==> src/rtl/ac_arbiter.sv <==
// Three-requester front end to an accumulator; fixed priority by default, round-robin when AC_ARB_RR_EN is defined.
// Latency req-to-ack: LOAD 4, READ 3, CLEAR 3, NOP 2 cycles; strobes and ack decode directly from state.
// Backpressure: one operation at a time; further requests wait on their level req until the arbiter is back in IDLE.
module ac_arbiter #(
    parameter int WIDTH = 10
) (
    input  logic             clk,
    input  logic             rst,
    input  logic [2:0]       req,
    input  logic [1:0]       op0,
    input  logic [1:0]       op1,
    input  logic [1:0]       op2,
    input  logic [WIDTH-1:0] din0,
    input  logic [WIDTH-1:0] din1,
    input  logic [WIDTH-1:0] din2,
    output logic [2:0]       gnt,
    output logic [2:0]       ack,
    output logic             busy,
    output logic [WIDTH-1:0] ac_in,
    output logic             ac_re,
    output logic             ac_we,
    output logic             ac_clear
);

    localparam logic [2:0] IDLE = 3'd0;
    localparam logic [2:0] LOAD = 3'd1;
    localparam logic [2:0] XFER = 3'd2;
    localparam logic [2:0] CLR  = 3'd3;
    localparam logic [2:0] DONE = 3'd4;

    localparam logic [1:0] OP_LOAD  = 2'b00;
    localparam logic [1:0] OP_READ  = 2'b01;
    localparam logic [1:0] OP_CLEAR = 2'b10;

    logic [2:0]       state;
    logic [1:0]       id_q;
    logic [WIDTH-1:0] din_q;

    logic             sel_vld;
    logic [1:0]       sel_id;
    logic [1:0]       sel_op;
    logic [WIDTH-1:0] sel_din;

`ifdef AC_ARB_RR_EN
    logic [1:0] ptr;

    function automatic logic [1:0] add_mod3(input logic [1:0] a, input logic [1:0] b);
        logic [2:0] s;
        s = {1'b0, a} + {1'b0, b};
        if (s >= 3'd3) s = s - 3'd3;
        return s[1:0];
    endfunction

    // Walk from the farthest candidate back to ptr so the closest requester wins.
    always_comb begin
        sel_vld = 1'b0;
        sel_id  = 2'd0;
        for (int k = 2; k >= 0; k--) begin
            if (req[add_mod3(ptr, 2'(k))]) begin
                sel_vld = 1'b1;
                sel_id  = add_mod3(ptr, 2'(k));
            end
        end
    end
`else
    always_comb begin
        sel_vld = |req;
        sel_id  = 2'd0;
        if (req[0])      sel_id = 2'd0;
        else if (req[1]) sel_id = 2'd1;
        else if (req[2]) sel_id = 2'd2;
    end
`endif

    always_comb begin
        sel_op  = op0;
        sel_din = din0;
        case (sel_id)
            2'd1: begin
                sel_op  = op1;
                sel_din = din1;
            end
            2'd2: begin
                sel_op  = op2;
                sel_din = din2;
            end
            default: begin
                sel_op  = op0;
                sel_din = din0;
            end
        endcase
    end

    always_ff @(posedge clk) begin
        if (rst) begin
            state <= IDLE;
            id_q  <= 2'd0;
            din_q <= '0;
`ifdef AC_ARB_RR_EN
            ptr   <= 2'd0;
`endif
        end else begin
            case (state)
                IDLE: begin
                    if (sel_vld) begin
                        id_q  <= sel_id;
                        din_q <= sel_din;
                        case (sel_op)
                            OP_LOAD:  state <= LOAD;
                            OP_READ:  state <= XFER;
                            OP_CLEAR: state <= CLR;
                            default:  state <= DONE;
                        endcase
                    end
                end
                LOAD: state <= XFER;
                XFER: state <= DONE;
                CLR:  state <= DONE;
                DONE: begin
                    state <= IDLE;
`ifdef AC_ARB_RR_EN
                    ptr   <= add_mod3(id_q, 2'd1);
`endif
                end
                default: state <= IDLE;
            endcase
        end
    end

    // Moore outputs: the single-state encoding keeps the three strobes mutually exclusive.
    always_comb begin
        busy     = (state != IDLE);
        gnt      = busy ? (3'b001 << id_q) : 3'b000;
        ack      = (state == DONE) ? (3'b001 << id_q) : 3'b000;
        ac_re    = (state == LOAD);
        ac_we    = (state == XFER);
        ac_clear = (state == CLR);
        ac_in    = din_q;
    end

endmodule

==> config.mk <==
export PLATFORM = sky130hd
export DESIGN_NAME = ac_arbiter
export DESIGN_NICKNAME = d
export VERILOG_FILES = /design/src/rtl/ac_arbiter.sv
export SDC_FILE = /design/constraint.sdc
export NUM_CORES = 1
export LEC_CHECK = 0
export BUFFER_PORTS_ARGS = -buffer_cell sky130_fd_sc_hd__buf_2
export CAP_MARGIN = 0
export CORE_MARGIN = 10
export CORE_UTILIZATION = 37
export CTS_CLUSTER_SIZE = 12
export DETAILED_ROUTE_END_ITERATION = 7
export HOLD_SLACK_MARGIN = 0.12
export PLACE_DENSITY = 0.86
export SYNTH_ARGS = -nofsm -noshare
export SYNTH_HDL_FRONTEND = slang
export SYNTH_SLANG_ARGS = --single-unit
==> constraint.sdc <==
create_clock -name clk -period 1.4 [get_ports clk]
set_input_delay 0.21 -clock clk [delete_from_list [all_inputs] [get_ports clk]]
set_output_delay 0.21 -clock clk [all_outputs]
set_load 0.01 [all_outputs]
# --- Word level (Yosys, flattened, before mapping) ---
# Cells that the tools add are included.
word_totals:
  register_bits: 15
  in_bits: 41
  out_inout_bits: 20
  elab_cells: 29
op_classes:
  eq_ne: 9
  shift: 1
  muxes: 10
  n_reduce_logical: 6
op_table:
  columns: ["cell", "n"]
  rows:
  - ["$pmux W10 S2", 1]
  - ["$pmux W3 S3", 2]
  - ["$mux W3", 3]
  - ["$eq A3 B2 Y1 const B", 2]
  - ["$mux W2", 3]
  - ["$eq A2 B1 Y1 const B", 2]
  - ["$eq A2 B2 Y1 const B", 2]
  - ["$pmux W2 S2", 1]
  - ["$eq A3 B1 Y1 const B", 1]
  - ["$eq A3 B3 Y1 const B", 1]
  - ["$logic_not A3 Y1", 1]
  - ["$reduce_bool A3 Y1", 1]
  - ["$reduce_or A3 Y1", 1]
  - ["$shl A1 B2 Y3 const A", 1]
  - ["$logic_not A2 Y1", 1]
  - ["$ne A2 B2 Y1 const B", 1]
  - ["$reduce_and A2 Y1", 1]
  - ["$reduce_or A2 Y1", 1]

# --- Depth between registers and ports, before layout ---
# Gate-level depths: netlist of run 1.
depth:
  ltp_word: 9
  depth_mapped: 7

# --- Worst setup path before layout of run 1 ---
# No wires, ideal clock.
synth_path:
  path_type: "register -> register"
  start: "reg state[2]"
  end: "reg din_q[2] (netlist: ac_in[2])"
  setup_ps: 132
  arrival_ps: 1314
  t_required_ps: 1268
  setup_slack_ps: -46
  path_stages_with_launch: 8
  synth_period_minus_slack_ps: 1446
  path_cell_list: "dfxtp_1 > buf_6 > nor3_4 > nand2b_2 > buf_6 > a221o_1 > o21ai_2 > a21oi_1"
synth_between:
  elab_chain_len: 2
synth_rtl:
  columns: ["item", "line_no", "text"]
  rows:
  - ["start: declaration", "35", "logic [2:0] state;"]
  - ["start signal: assignment", "96", "state <= IDLE;"]
  - ["start signal: assignment", "109", "OP_LOAD: state <= LOAD;"]
  - ["start signal: assignment", "110", "OP_READ: state <= XFER;"]
  - ["$logic_not A3 Y1", "103", "case (state)"]
  - ["$reduce_and A2 Y1 (no source line)", null, null]
  - ["end signal: assignment", "107", "din_q <= sel_din;"]
  - ["end: declaration", "37", "logic [WIDTH-1:0] din_q;"]
# No other way between the ends.
# A chain may end at the register's enable or synchronous reset.

# --- Worst setup path in the final report of run 1 ---
layout_path:
  start: "reg state[0]"
  end: "out ack[0]"
layout_between:
  elab_chain_len: 2
layout_rtl:
  columns: ["item", "line_no", "text"]
  rows:
  - ["$eq A3 B3 Y1", "134", "ack = (state == DONE) ? (3'b001 << id_q) : 3'b000;"]
  - ["$mux W3", "134", null]
  - ["end: declaration", "17", "output logic [2:0] ack,"]
# No other way between the ends.

==> results.json, run 1 <==
{
  "finalHoldViolations": 0,
  "cts_buffer_depth": 2,
  "intPower_mw": 0.9724,
  "die_y_um": 69.55,
  "place_congestion": 0.7628,
  "fmax_mhz": 695.0,
  "ys_seq_area_share_pct": 33.06,
  "drt-total-wl_um": 3494,
  "area_delta_synth_final_pct": 58.26,
  "worstSetupPathType": "flip-flop to output pin",
  "ys_warn_count": 0,
  "stdcell_count": 219,
  "p_sw_mw": 0.5914,
  "stdcell_area_um2": 1438,
  "pwr-share-clk_pct": 16.3,
  "max_cap_violations": 0,
  "coreArea_um2": 2276,
  "worstSetupStartpointType": "flip-flop",
  "synth-seq-cells": 15,
  "syn_area_per_cell_um2": 7.764,
  "fin_total_pwr_mw": 1.564,
  "drive_above_1_share_pct": 52.36,
  "hold_class": "input pin to flip-flop",
  "violations": "negative setup slack",
  "io-pin-count": 61,
  "via_per_inst": 5.516,
  "avgRoutedWirePerCell_um": 15.95,
  "vdd_drop_max_mv": 0.7043,
  "nets": 233,
  "p_per_area_nw_per_um2": 1088,
  "clk_pin_slew_ns": 0.10,
  "syn_inst": 117,
  "cts_root_buffer": "clkbuf_4",
  "cts.sinks": 15,
  "clk_latency_ns": 0.29,
  "final_common_cell": "buf_2",
  "finClkSkew_ns": 0.002673,
  "cts_buffers": 3,
  "cp_cell_sequence": "buf_6, nor2_4, nor4bb_4, buf_2",
  "cp-end-kind": "output pin",
  "fin_setup_tns_ns": -0.04509,
  "slew_viol_final": 0,
  "rows": 17,
  "h-tree-depth": 1,
  "crit_fanout": 4,
  "post-dp-hpwl_um": 2636,
  "comb_power_share_pct": 48.9,
  "first_pass_iters": 4,
  "yosysUniqueCellTypes": 30,
  "track_usage_pct": 13.55,
  "fin_ws_ns": -0.03881,
  "fin_crit_ns": 1.439,
  "worst_slew_pin_slew_ns": 0.3585,
  "period_share_pct": 102.8,
  "required_ns": 1.19,
  "setup_viol": 2,
  "diodes": 0,
  "max_stage_delay_ns": 0.37,
  "slowest_stage": "dfxtp_4",
  "dieArea_um2": 4837,
  "grt_pass1_vias": 1261,
  "swShare_pct": 37.82,
  "drcViolationCount": 0,
  "tritoncts": "done",
  "synth_nets": 158,
  "leakagePower_nw": 0.6830,
  "cts_hold_buf": 0,
  "place_area_um2": 1267,
  "antenna_found_initial": 0,
  "num_vias": 1208,
  "layout_common_cells": "59 x buf_2, 19 x a21oi_1, 18 x o22ai_1",
  "ant_nets": 0,
  "seqPwrFrac_pct": 34.8,
  "outcome": "complete, but fails checks",
  "syn_area_um2": 908.4,
  "die_w_um": 69.55,
  "dp_cells": 207,
  "relSlewSlack_pct": 75.85,
  "port_buffers": 60,
  "drt_iter0_drc": 59,
  "overflow": 0,
  "grt_pass1_wl_um": 5671,
  "cp_data_arrival_time_ns": 1.23,
  "start_util_pct": 39.91,
  "hold-worst-slack_ns": 0.1513,
  "rsz0062_at_grt": "yes",
  "grt_max_degree": 16
}
==> path summary, 6_finish.rpt <==
check / start / endpoint / slack [ns] / cells after the start
setup / recovery: state[0]$_SDFFE_PP0P_ / ack[0] / -0.04 / 4
hold / removal: din2[2] / ac_in[2]$_SDFFE_PP0P_ / 0.15 / 3
setup reg to reg: state[0]$_SDFFE_PP0P_ / ac_in[8]$_SDFFE_PP0P_ / 0.07 / 6
hold reg to reg: ac_in[9]$_SDFFE_PP0P_ / ac_in[9]$_SDFFE_PP0P_ / 0.46 / 2
==> layer usage <==
layer | routed length, µm | up-vias | global-route usage, %
li1 | - | 598 | -
met1 | 1394 | 533 | 14.56
met2 | 1669 | 71 | 23.29
met3 | 362 | 6 | 5.136
met4 | 68 | 0 | 5.100
met5 | 0 | - | 0
==> stage by stage <==
stage	utilization (%)	worst slack, ns
3_3_place_gp	55.69	0.1012
5_1_grt	63.17	-0.1576
4_1_cts	59.81	-0.02481
2_1_floorplan	-	0.01516
6_report	63.17	-0.03881
3_5_place_dp	55.69	0.02786
==> final cells by class <==
type	count	area (µm²)
Clock buffer	3	22.52
Inverter	4	20.02
Multi-Input combinational cell	93	610.6
Fill cell	191	838.3
Timing Repair Buffer	75	437.9
Clock inverter	1	5.005
Tap cell	28	35.03
Sequential cell	15	306.5
==> synthesized netlist by cell type <==
master	n	area (µm²)
xor2_1	1	8.760
and4b_1	2	20.02
nor3_2	2	20.02
o211a_1	1	10.01
buf_4	1	7.510
a21oi_2	1	8.760
nor2_1	6	22.52
a31oi_1	1	6.260
clkbuf_1	2	7.510
nor3b_1	4	30.03
buf_2	1	5.000
nand2_1	17	63.81
nor2_4	1	11.26
inv_1	1	3.750
o21ai_1	2	10.01
nor4bb_1	1	10.01
nor4_1	2	12.51
dfxtp_1	15	300.3
nor3_4	1	16.27
o21ai_0	2	10.01
buf_6	2	22.52
a21oi_1	19	95.09
o22ai_1	18	112.6
nor3_1	3	15.01
nand2b_1	2	12.51
o21ai_2	1	8.760
a22oi_1	1	7.510
a221o_1	3	30.03
nand2b_2	1	8.760
inv_2	3	11.26
==> sequential cells by signal, indices dropped and copies added (netlist names) <==
| name | count |
|---|---|
| id_q | 2 |
| ac_in | 10 |
| state | 3 |
==> kinds of logic (layout without fill, tap and decap cells) <==
group	Yosys count	count (layout)	share of synthesized area [%]
AOI/OAI and AO/OA	49	49	32.92
and+or+nand+nor	42	43	26.72
DFF	15	15	33.06
buffers and inverters	10	83	6.336
xor gates and xnor gates	1	1	0.9644
==> worst max-delay path, delay by kind of cell, from the launching register on <==
family,cells,cell delay (ns)
simple gates,2,0.28
flops,1,0.37
buf+inv,2,0.30
==> power groups by stage <==
| stage | sequential, mW | clock, mW | combinational [mW] |
|---|---|---|---|
| 2_1_floorplan | 0.571 | 0 | 0.350 |
| 3_3_place_gp | 0.542 | 0 | 0.584 |
| 3_5_place_dp | 0.548 | 0 | 0.605 |
| 4_1_cts | 0.544 | 0.252 | 0.663 |
| 5_1_grt | 0.555 | 0.281 | 0.839 |
| 6_report | 0.544 | 0.255 | 0.765 |
==> what timing repair did <==
item,CTS,global route
resized for setup,9,13
pin swaps,3,2
buffers inserted,4,3
cloned,0,1
setup endpoints to repair,9,18
(Power assumes the default switching activity.)
==> run 2, diff against run 1 <==
--- a/config.mk
+++ b/config.mk
@@ -8,11 +8,12 @@
 export BUFFER_PORTS_ARGS = -buffer_cell sky130_fd_sc_hd__buf_2
 export CAP_MARGIN = 0
 export CORE_MARGIN = 10
-export CORE_UTILIZATION = 37
+export CORE_UTILIZATION = 38
+export CTS_BUF_LIST = sky130_fd_sc_hd__clkbuf_8
 export CTS_CLUSTER_SIZE = 12
 export DETAILED_ROUTE_END_ITERATION = 7
 export HOLD_SLACK_MARGIN = 0.12
-export PLACE_DENSITY = 0.86
+export PLACE_DENSITY = 0.88
 export SYNTH_ARGS = -nofsm -noshare
 export SYNTH_HDL_FRONTEND = slang
 export SYNTH_SLANG_ARGS = --single-unit
==> results.json, run 2 (synthesis gave the netlist of run 1 again) <==
{
  "outcome": "complete, but fails checks",
  "violations": "negative setup slack",
  "fin_crit_ns": 1.403,
  "hold_class": "input pin to flip-flop",
  "required_ns": 1.19,
  "tritoncts": "done",
  "finClkSkew_ns": 0.001416,
  "swShare_pct": 35.45,
  "clk_pin_slew_ns": 0.06,
  "pre_cts_slack_ns": -0.005664,
  "area_delta_synth_final_pct": 50.83,
  "start_util_pct": 40.29,
  "grt_max_degree": 16,
  "drive_above_1_share_pct": 48.91,
  "seqPwrFrac_pct": 35.9,
  "h-tree-depth": 1,
  "fin_total_pwr_mw": 1.537,
  "cts.sinks": 15,
  "hold-worst-slack_ns": 0.1952,
  "worstSetupPathType": "flip-flop to output pin",
  "period_share_pct": 100.2,
  "stdcell_area_um2": 1370,
  "overflow": 0,
  "avgRoutedWirePerCell_um": 16.03,
  "first_pass_iters": 4,
  "diodes": 0,
  "cts_hold_buf": 0,
  "coreArea_um2": 2255,
  "nets": 226,
  "place_congestion": 0.8279,
  "drt_iter0_drc": 70,
  "dp_cells": 207,
  "worst_slew_pin_slew_ns": 0.3923,
  "num_vias": 1149,
  "multi_input_area_um2": 593.1,
  "track_usage_pct": 13.88,
  "critical_path.startpoint": "state[2]$_SDFFE_PP0P_",
  "port_buffers": 60,
  "drcViolationCount": 0,
  "layout_common_cells": "60 x buf_2, 19 x a21oi_1, 18 x o22ai_1",
  "die_w_um": 68.89,
  "worstHoldStart": "din2[8]",
  "pwr-share-clk_pct": 22.3,
  "fin_ws_ns": -0.002914,
  "worstSetupStartpointType": "flip-flop",
  "grt_pass1_wl_um": 5209,
  "rows": 17,
  "cts_root_buffer": "clkbuf_8",
  "post-dp-hpwl_um": 2723,
  "cts_buffers": 3,
  "slew_viol_final": 0,
  "via_per_inst": 5.420,
  "crit_fanout": 8,
  "grt_pass1_vias": 1185,
  "seqCellArea_um2": 306.5,
  "vdd_drop_max_mv": 0.6999,
  "p_per_area_nw_per_um2": 1122,
  "leakagePower_nw": 0.6524,
  "place_area_um2": 1267,
  "p_sw_mw": 0.5450,
  "final_core_util_pct": 60.77,
  "setup_viol": 1,
  "drt-total-wl_um": 3399,
  "cp_data_arrival_time_ns": 1.19,
  "antenna_found_initial": 0,
  "fin_setup_tns_ns": -0.002914,
  "r2r_start": "state[2]$_SDFFE_PP0P_",
  "cts_buffer_depth": 2,
  "io-pin-count": 61,
  "comb_power_share_pct": 41.8,
  "die_y_um": 68.89,
  "max_cap_violations": 0,
  "dieArea_um2": 4746,
  "rsz0062_at_grt": "yes",
  "intPower_mw": 0.9924,
  "ant_nets": 0,
  "n_fill_cell": 231,
  "fmax_mhz": 712.8,
  "clk_latency_ns": 0.25,
  "finalHoldViolations": 0,
  "final_common_cell": "buf_2",
  "relSlewSlack_pct": 73.57,
  "cp-end-kind": "output pin",
  "largest_reg_flops": 10,
  "stdcell_count": 212
}
[run 2: area by class of cell]
| cell class | instances | area share (%) |
|---|---|---|
| Timing Repair Buffer | 69 | 27.40 |
| Inverter | 4 | 1.096 |
| Tap cell | 28 | 2.557 |
| Clock buffer | 3 | 3.014 |
| Sequential cell | 15 | 22.37 |
| Clock inverter | 1 | 0.2740 |
| Multi-Input combinational cell | 92 | 43.29 |
[run 2: layer usage]
metal / routed length, µm / GRT usage, % / share of wire, %
met2: 1738 / 24.54 / 51
met4: 65 / 5.911 / 1.9
met5: 0 / 0 / 0
met3: 338 / 4.026 / 9.9
met1: 1257 / 15.02 / 37
[run 2: worst max-delay path: stages, from the launching register on]
cell and delay [ns]:
dfxtp_2 0.36, buf_6 0.13, nor4bb_4 0.28, buf_2 0.18
[run 2: what timing repair did]
| item | CTS | global route |
|---|---|---|
| setup buffers | 1 | 0 |
| pin swaps | 3 | 0 |
| gates resized for setup | 8 | 4 |
| endpoints found under the setup margin | 6 | 9 |
[run 2: power groups by stage]
stage               sequential, mW  clock [mW]  combinational, mW
global placement             0.547           0              0.593
CTS                          0.549       0.349              0.633
global route                 0.563       0.370              0.707
detailed placement           0.550           0              0.607
floorplan                    0.571           0              0.350
finish                       0.552       0.343              0.643
[run 2: final timing paths]
kind	endpoint	slack, ns	cells after the start
worst max-delay path	ack[0]	-0.003	3
worst min-delay path	ac_in[8]$_SDFFE_PP0P_	0.20	3
worst max register to register	ac_in[1]$_SDFFE_PP0P_	0.04	6
worst min register to register	ac_in[9]$_SDFFE_PP0P_	0.45	2
==> run 3, diff against run 2 <==
--- a/config.mk
+++ b/config.mk
@@ -13,7 +13,7 @@
 export CTS_CLUSTER_SIZE = 12
 export DETAILED_ROUTE_END_ITERATION = 7
 export HOLD_SLACK_MARGIN = 0.12
-export PLACE_DENSITY = 0.88
+export PLACE_DENSITY = 0.89
 export SYNTH_ARGS = -nofsm -noshare
 export SYNTH_HDL_FRONTEND = slang
 export SYNTH_SLANG_ARGS = --single-unit
==> results.json, run 3 (synthesis gave the netlist of run 1 again) <==
{
  "p_per_area_nw_per_um2": 1140,
  "seqCellArea_um2": 306.5,
  "worst_slew_pin_slew_ns": 0.3777,
  "leakagePower_nw": 0.6740,
  "fmax_mhz": 712.3,
  "grt_pass1_wl_um": 5423,
  "die_w_um": 68.89,
  "drt_iter0_drc": 68,
  "cts_root_buffer": "clkbuf_8",
  "place_area_um2": 1303,
  "cp-end-kind": "output pin",
  "tritoncts": "done",
  "drcViolationCount": 0,
  "required_ns": 1.19,
  "grt_pass1_vias": 1156,
  "cts.sinks": 15,
  "grt_max_degree": 16,
  "slew_viol_final": 0,
  "finalHoldViolations": 0,
  "fin_ws_ns": -0.003851,
  "pwr-share-clk_pct": 22.3,
  "dieArea_um2": 4746,
  "cts_buffers": 3,
  "intPower_mw": 1.045,
  "fin_total_pwr_mw": 1.613,
  "diodes": 0,
  "place_congestion": 0.8213,
  "fin_crit_ns": 1.404,
  "worstSetupStartpointType": "flip-flop",
  "critical_path.startpoint": "state[1]$_SDFFE_PP0P_",
  "seqPwrFrac_pct": 33.7,
  "coreArea_um2": 2255,
  "pre_cts_slack_ns": 0.05581,
  "comb_power_share_pct": 44.0,
  "multi_input_area_um2": 583.1,
  "track_usage_pct": 14.56,
  "final_common_cell": "buf_2",
  "violations": "negative setup slack",
  "via_per_inst": 5.495,
  "h-tree-depth": 1,
  "rows": 17,
  "setup_viol": 4,
  "avgRoutedWirePerCell_um": 15.72,
  "die_y_um": 68.89,
  "hold_class": "input pin to flip-flop",
  "vdd_drop_max_mv": 0.6524,
  "port_buffers": 60,
  "start_util_pct": 40.29,
  "dp_cells": 210,
  "first_pass_iters": 5,
  "clk_latency_ns": 0.25,
  "overflow": 0,
  "clk_pin_slew_ns": 0.06,
  "drt-total-wl_um": 3396,
  "rsz0062_at_grt": "yes",
  "worstHoldStart": "din2[1]",
  "stdcell_count": 216,
  "fin_setup_tns_ns": -0.008739,
  "area_delta_synth_final_pct": 55.79,
  "n_fill_cell": 200,
  "max_cap_violations": 0,
  "largest_reg_flops": 10,
  "relSlewSlack_pct": 74.56,
  "drive_above_1_share_pct": 49.47,
  "antenna_found_initial": 0,
  "cts_buffer_depth": 2,
  "nets": 230,
  "p_sw_mw": 0.5677,
  "stdcell_area_um2": 1415,
  "worstSetupPathType": "flip-flop to output pin",
  "hold-worst-slack_ns": 0.2023,
  "final_core_util_pct": 62.76,
  "r2r_start": "state[2]$_SDFFE_PP0P_",
  "period_share_pct": 100.3,
  "ant_nets": 0,
  "finClkSkew_ns": 0.002568,
  "cp_data_arrival_time_ns": 1.19,
  "crit_fanout": 6,
  "layout_common_cells": "60 x buf_2, 19 x a21oi_1, 18 x o22ai_1",
  "num_vias": 1187,
  "outcome": "complete, but fails checks",
  "swShare_pct": 35.20,
  "post-dp-hpwl_um": 2721,
  "io-pin-count": 61
}
[run 3: worst paths after layout]
| check | to | slack (ns) | depth (start not counted) |
|---|---|---|---|
| worst min register to register | ac_in[0]$_SDFFE_PP0P_ | 0.45 | 2 |
| worst max register to register | ac_in[8]$_SDFFE_PP0P_ | 0.03 | 6 |
| worst min-delay path | ac_in[1]$_SDFFE_PP0P_ | 0.20 | 3 |
| worst max-delay path | ack[0] | -0.004 | 4 |
[run 3: final cells by class]
class	instances	area share (%)
Tap cell	28	2.476
Clock inverter	1	0.3537
Timing Repair Buffer	73	30.33
Clock buffer	3	2.918
Sequential cell	15	21.66
Multi-Input combinational cell	92	41.20
Inverter	4	1.061
[run 3: routing by layer]
layer  global-route usage [%]  vias to the layer above  share of wire, %  routed length (µm)
li1                         -                      586                 -                   -
met1                    17.03                      535                35                1200
met5                        0                        -                 0                   0
met2                    24.20                       64                53                1815
met4                    6.404                        0              0.38                  13
met3                    4.026                        2                11                 367
[run 3: what timing repair did]
item	in CTS	in global routing
endpoints found under the setup margin	6	9
setup buffers	1	1
hold buffers	0	0
gates resized for setup	9	4
pin swaps	2	5
[run 3: critical path, stage by stage, from the launching register on]
cell,delay [ns]
dfxtp_2,0.34
buf_6,0.13
nor2_4,0.11
nor4bb_4,0.20
buf_2,0.17
[run 3: power groups by stage]
stage               Sequential [mW]  Combinational, mW  Clock (mW)
global route                  0.553              0.778       0.390
CTS                           0.544              0.684       0.366
floorplan                     0.571              0.350           0
finish                        0.544              0.709       0.359
global placement              0.544              0.634           0
detailed placement            0.547              0.644           0
